`src/rtl/mem_port_arb.sv`:
```
// Two-requester memory port arbiter with a fixed-latency access FSM.
// Requester 0 is the CPU, requester 1 is the DMA/loader. Each grant runs
// IDLE -> ACCESS (WAIT+1 cycles) -> DONE, or IDLE -> DONE with err set for a
// misaligned address.
// Optional feature: define MEM_PORT_ARB_RR_EN for round-robin arbitration of
// simultaneous requests; otherwise requester 0 always wins.
module mem_port_arb #(
  parameter int unsigned WAIT = 1
) (
  input  logic        clk,
  input  logic        rst_n,
  input  logic        m0_req,
  input  logic        m0_we,
  input  logic [31:0] m0_addr,
  input  logic [31:0] m0_wdata,
  output logic        m0_done,
  output logic        m0_err,
  input  logic        m1_req,
  input  logic        m1_we,
  input  logic [31:0] m1_addr,
  input  logic [31:0] m1_wdata,
  output logic        m1_done,
  output logic        m1_err,
  output logic [31:0] rdata,
  output logic        mem_ce,
  output logic        mem_we,
  output logic [31:0] mem_addr,
  output logic [31:0] mem_wdata,
  input  logic [31:0] mem_rdata
);

  typedef enum logic [1:0] {
    StIdle,
    StAccess,
    StDone
  } state_e;

  state_e      state_q, state_d;
  logic [3:0]  cnt_q, cnt_d;
  logic        we_q, we_d;
  logic [31:0] addr_q, addr_d;
  logic [31:0] wdata_q, wdata_d;
  logic [31:0] rdata_q, rdata_d;
  logic        gnt_q, gnt_d;    // requester owning the access in flight
  logic        err_q, err_d;

  logic        gnt_sel;         // requester chosen if a grant happens now
  logic        sel_we;
  logic [31:0] sel_addr;
  logic [31:0] sel_wdata;

`ifdef MEM_PORT_ARB_RR_EN
  logic        ptr_q, ptr_d;    // preferred requester on a tie

  // Tie goes to the requester not granted last.
  always_comb begin
    if (m0_req && m1_req) begin
      gnt_sel = ptr_q;
    end else begin
      gnt_sel = !m0_req;
    end
  end
`else
  // Fixed priority: requester 0 wins any tie.
  always_comb begin
    gnt_sel = !m0_req;
  end
`endif

  // Field mux for the selected requester.
  always_comb begin
    sel_we    = gnt_sel ? m1_we    : m0_we;
    sel_addr  = gnt_sel ? m1_addr  : m0_addr;
    sel_wdata = gnt_sel ? m1_wdata : m0_wdata;
  end

  // Next-state logic for the access FSM and its latches.
  always_comb begin
    state_d = state_q;
    cnt_d   = cnt_q;
    we_d    = we_q;
    addr_d  = addr_q;
    wdata_d = wdata_q;
    rdata_d = rdata_q;
    gnt_d   = gnt_q;
    err_d   = err_q;
`ifdef MEM_PORT_ARB_RR_EN
    ptr_d   = ptr_q;
`endif
    unique case (state_q)
      StIdle: begin
        if (m0_req || m1_req) begin
          gnt_d   = gnt_sel;
          we_d    = sel_we;
          addr_d  = sel_addr;
          wdata_d = sel_wdata;
          cnt_d   = 4'(WAIT);
          err_d   = (sel_addr[1:0] != 2'b00);
          // Misaligned accesses never touch the memory.
          state_d = (sel_addr[1:0] != 2'b00) ? StDone : StAccess;
`ifdef MEM_PORT_ARB_RR_EN
          ptr_d   = !gnt_sel;
`endif
        end
      end
      StAccess: begin
        if (cnt_q == 4'd0) begin
          if (!we_q) begin
            rdata_d = mem_rdata;
          end
          state_d = StDone;
        end else begin
          cnt_d = cnt_q - 4'd1;
        end
      end
      StDone: begin
        state_d = StIdle;
      end
      default: begin
        state_d = StIdle;
      end
    endcase
  end

  // State and latch registers.
  always_ff @(posedge clk or negedge rst_n) begin
    if (!rst_n) begin
      state_q <= StIdle;
      cnt_q   <= 4'd0;
      we_q    <= 1'b0;
      addr_q  <= 32'd0;
      wdata_q <= 32'd0;
      rdata_q <= 32'd0;
      gnt_q   <= 1'b0;
      err_q   <= 1'b0;
    end else begin
      state_q <= state_d;
      cnt_q   <= cnt_d;
      we_q    <= we_d;
      addr_q  <= addr_d;
      wdata_q <= wdata_d;
      rdata_q <= rdata_d;
      gnt_q   <= gnt_d;
      err_q   <= err_d;
    end
  end

`ifdef MEM_PORT_ARB_RR_EN
  // Round-robin pointer register.
  always_ff @(posedge clk or negedge rst_n) begin
    if (!rst_n) begin
      ptr_q <= 1'b0;
    end else begin
      ptr_q <= ptr_d;
    end
  end
`endif

  // Outputs decode from registered state only.
  always_comb begin
    mem_ce    = (state_q == StAccess);
    mem_we    = (state_q == StAccess) && we_q;
    mem_addr  = addr_q;
    mem_wdata = wdata_q;
    rdata     = rdata_q;
    m0_done   = (state_q == StDone) && !gnt_q;
    m1_done   = (state_q == StDone) && gnt_q;
    m0_err    = (state_q == StDone) && !gnt_q && err_q;
    m1_err    = (state_q == StDone) && gnt_q && err_q;
  end

endmodule

```
`config.mk`:
```
export PLATFORM = sky130hd
export DESIGN_NAME = mem_port_arb
export DESIGN_NICKNAME = d
export VERILOG_FILES = /design/src/rtl/mem_port_arb.sv
export SDC_FILE = /design/constraint.sdc
export NUM_CORES = 1
export LEC_CHECK = 0
export CAP_MARGIN = 20
export CORE_MARGIN = 4
export CORE_UTILIZATION = 30
export DETAILED_ROUTE_END_ITERATION = 12
export SLEW_MARGIN = 30
export SYNTH_ARGS = -nofsm -noshare
export SYNTH_HDL_FRONTEND = slang
export SYNTH_SLANG_ARGS = --single-unit
```
`constraint.sdc`:
```
create_clock -name clk -period 2.3 [get_ports clk]
set_clock_uncertainty 0.2 [all_clocks]
set_input_delay 0.345 -clock clk [delete_from_list [all_inputs] [get_ports clk]]
set_output_delay 0.345 -clock clk [all_outputs]
set_load 0.01 [all_outputs]
```
==> out/qor.yml <==
run:
  cap_violations: 0
timing:
  setup_viol: 0
  rsz0062_at_grt: "false"
  drv_slew: 0
  maxSlewHeadroom_pct: 59.9
  final.period_utilization_pct: 93.4
  whs_ps: 282
  fin_setup_tns_ps: 0
  worstMarginPinSlew_ps: 602
  hold_viol: 0
  fmax_mhz: 466
  period_needed_ps: 2150
setup_path:
  crit_path_top_delay_cell: "clkdlybuf4s50_1"
  path_max_fanout: 6
  cp_slowest_stage_delay_ps: 550
  critPathBufInv: 2
  critPathKind: "register to primary output"
  startpoint_type: "register"
  cp.arrival_ps: 1600
  cpLargestDelayFamily: "buffers and inverters"
  worstPathCellList: "nand2b_4 > inv_2 > clkdlybuf4s50_1"
  end_kind: "primary output"
  cp.required_ps: 1750
grt:
  met1_usage_pct: 22.4
  grt_pass1_vias: 4370
  grt_overflow: 0
  grt_pass1_wl_mm: 24.5
  antenna_found_initial: 0
  grtUsageMet2_pct: 27.5
  grt_max_degree: 106
  gr-max-usage-layer: "met2"
  track_usage_pct: 17.3
  grt_use_met3_pct: 5.57
routing:
  drt_iter0_drc: 229
  drt-total-wl_mm: 16.2
  dr.pass1.iters: 4
  drc: 0
  antenna_left: 0
  num_vias: 4269
  routedWlPerCell_um: 18.3
  vias_per_cell: 4.81
synthesis:
  synth-warning-count: 0
  synthTopCellsByArea: "dfrtp_1, a21oi_1, mux2i_1"
  synth_most_common_cell: "a21oi_1"
  async_reset_ff_share_pct: 100
  syn_inst: 410
  ys_ff_latch: 105
  ys.flop_type: "dfrtp_1"
  syn-num-nets: 578
  synth_top_area_cell: "dfrtp_1"
  synth-seq-area-share_pct: 54.2
  synth_common_cells: "a21oi_1, dfrtp_1, mux2i_1"
  syn_area_per_cell_um2: 11.8
  synth.distinct_cells: 28
  netlist_area_um2: 4850
  synth_top_area_share_pct: 54.2
  synth_edf_count: 0
cts:
  cts_tree: "built"
  cts_buffers: 9
  clockBufferDepth: 2
  clock_sinks: 105
  clk_pin_slew_ps: 70
  insertion_delay_ps: 340
  h-tree-depth: 3
  cts-root-buf: "clkbuf_16"
floorplan:
  start_util_pct: 30.5
  core-area_um2: 15900
  dieHeight_um: 135
  rows: 46
  die_area_um2: 18300
  die_w_um: 135
  ios: 268
pwr:
  finalPower_mw: 9.61
  powerDensity_nw_per_um2: 1190
  vdd_drop_max_mv: 0.455
  p_leak_nw: 3.49
cells_and_area:
  drive_gt1_share_pct: 10.4
  nets: 834
  area_growth_pct: 65.9
  n_antenna_cell: 0
  fin_util_pct: 50.7
  final_cell_area_um2: 8050
placed_design:
  placed_area_um2: 7740
  portBuffers: 267
  hpwlAfterDp_mm: 12.2
  gp_congestion: 0.783
hold_path:
  hold_class: "primary input to register"
run_status:
  outcome: "completed"
[registers in the layout (all words and copies together) (netlist names)]
register	cells
mem_addr	32
cnt_q	4
mem_wdata	32
err_q	1
gnt_q	1
state_q	2
we_q	1
rdata	32
[tightest hold or removal path, cell delays in order]
cell     delay (ps)
buf_4           190
mux2i_1         170
a21oi_1          80
[logic make-up after synthesis]
logic type | Yosys count | share of synthesized area (%)
AO/OA/AOI/OAI | 142 | 14.9
multiplexers | 99 | 23.6
buffers and inverters | 39 | 3.90
flip-flops | 105 | 54.2
adder cells (fa/ha/maj) | 2 | 0.516
AND/OR/NAND/NOR | 23 | 2.92
[what timing repair did]
item,CTS,global route
endpoints found under the setup margin,5,1
hold buffers,1,0
endpoints found under the hold margin,105,0
buffers inserted,0,1
gates resized for setup,6,1
cloned,0,0
[layout by cell type (no fill, tap or decap), types with 2 or more instances in the layout]
cell / instances
a21oi_1: 136
and2_1: 2
buf_12: 3
buf_4: 11
clkbuf_16: 9
clkdlybuf4s50_1: 260
clkinv_2: 4
dfrtp_1: 105
dlygate4sd2_1: 4
ha_1: 2
inv_1: 3
mux2_2: 3
mux2_4: 30
mux2i_1: 66
nand2_1: 2
nand4b_1: 2
nor2_1: 4
nor3_1: 3
o21ai_0: 3
[report_power, final]
| part | total (mW) | switching, mW | internal, mW |
|---|---|---|---|
| clock | 1.52 | 0.679 | 0.840 |
| combinational | 4.75 | 2.11 | 2.64 |
| sequential | 3.34 | 0.580 | 2.76 |
| total | 9.61 | 3.37 | 6.24 |
[metrics by stage]
step / instances / setup slack (ps)
floorplan: 410 / 264
global placement: 869 / 250
detailed placement: 869 / 188
CTS: 886 / 22.4
global route: 887 / 74.1
finish: 887 / 153
[worst paths after layout]
check	start	to	slack, ps	depth (start not counted)
max in group asynchronous	rst_n	rdata[7]	1030	3
setup reg to reg	cnt_q[0]	rdata[20]	180	6
min in group asynchronous	rst_n	mem_addr[12]	390	3
setup / recovery	state_q[1]	mem_ce	150	3
hold / removal	m0_req	mem_addr[22]	280	3
hold reg to reg	rdata[23]	rdata[23]	310	1
[layer usage]
layer | share of wire [%] | vias up | wire, µm
met1 | 42 | 2049 | 6830
met4 | 1.8 | 0 | 286
met5 | 0 | - | 0
met3 | 10 | 19 | 1640
met2 | 46 | 212 | 7470
li1 | - | 1989 | -
[area by class of cell]
| cell class | count | area, µm² |
|---|---|---|
| Clock buffer | 10 | 229 |
| Clock inverter | 6 | 58.8 |
| Fill cell | 1395 | 7840 |
| Inverter | 4 | 15.0 |
| Multi-Input combinational cell | 266 | 2040 |
| Sequential cell | 105 | 2630 |
| Tap cell | 216 | 270 |
| Timing Repair Buffer | 280 | 2800 |
Note: power is estimated with default switching activity, not from simulation.
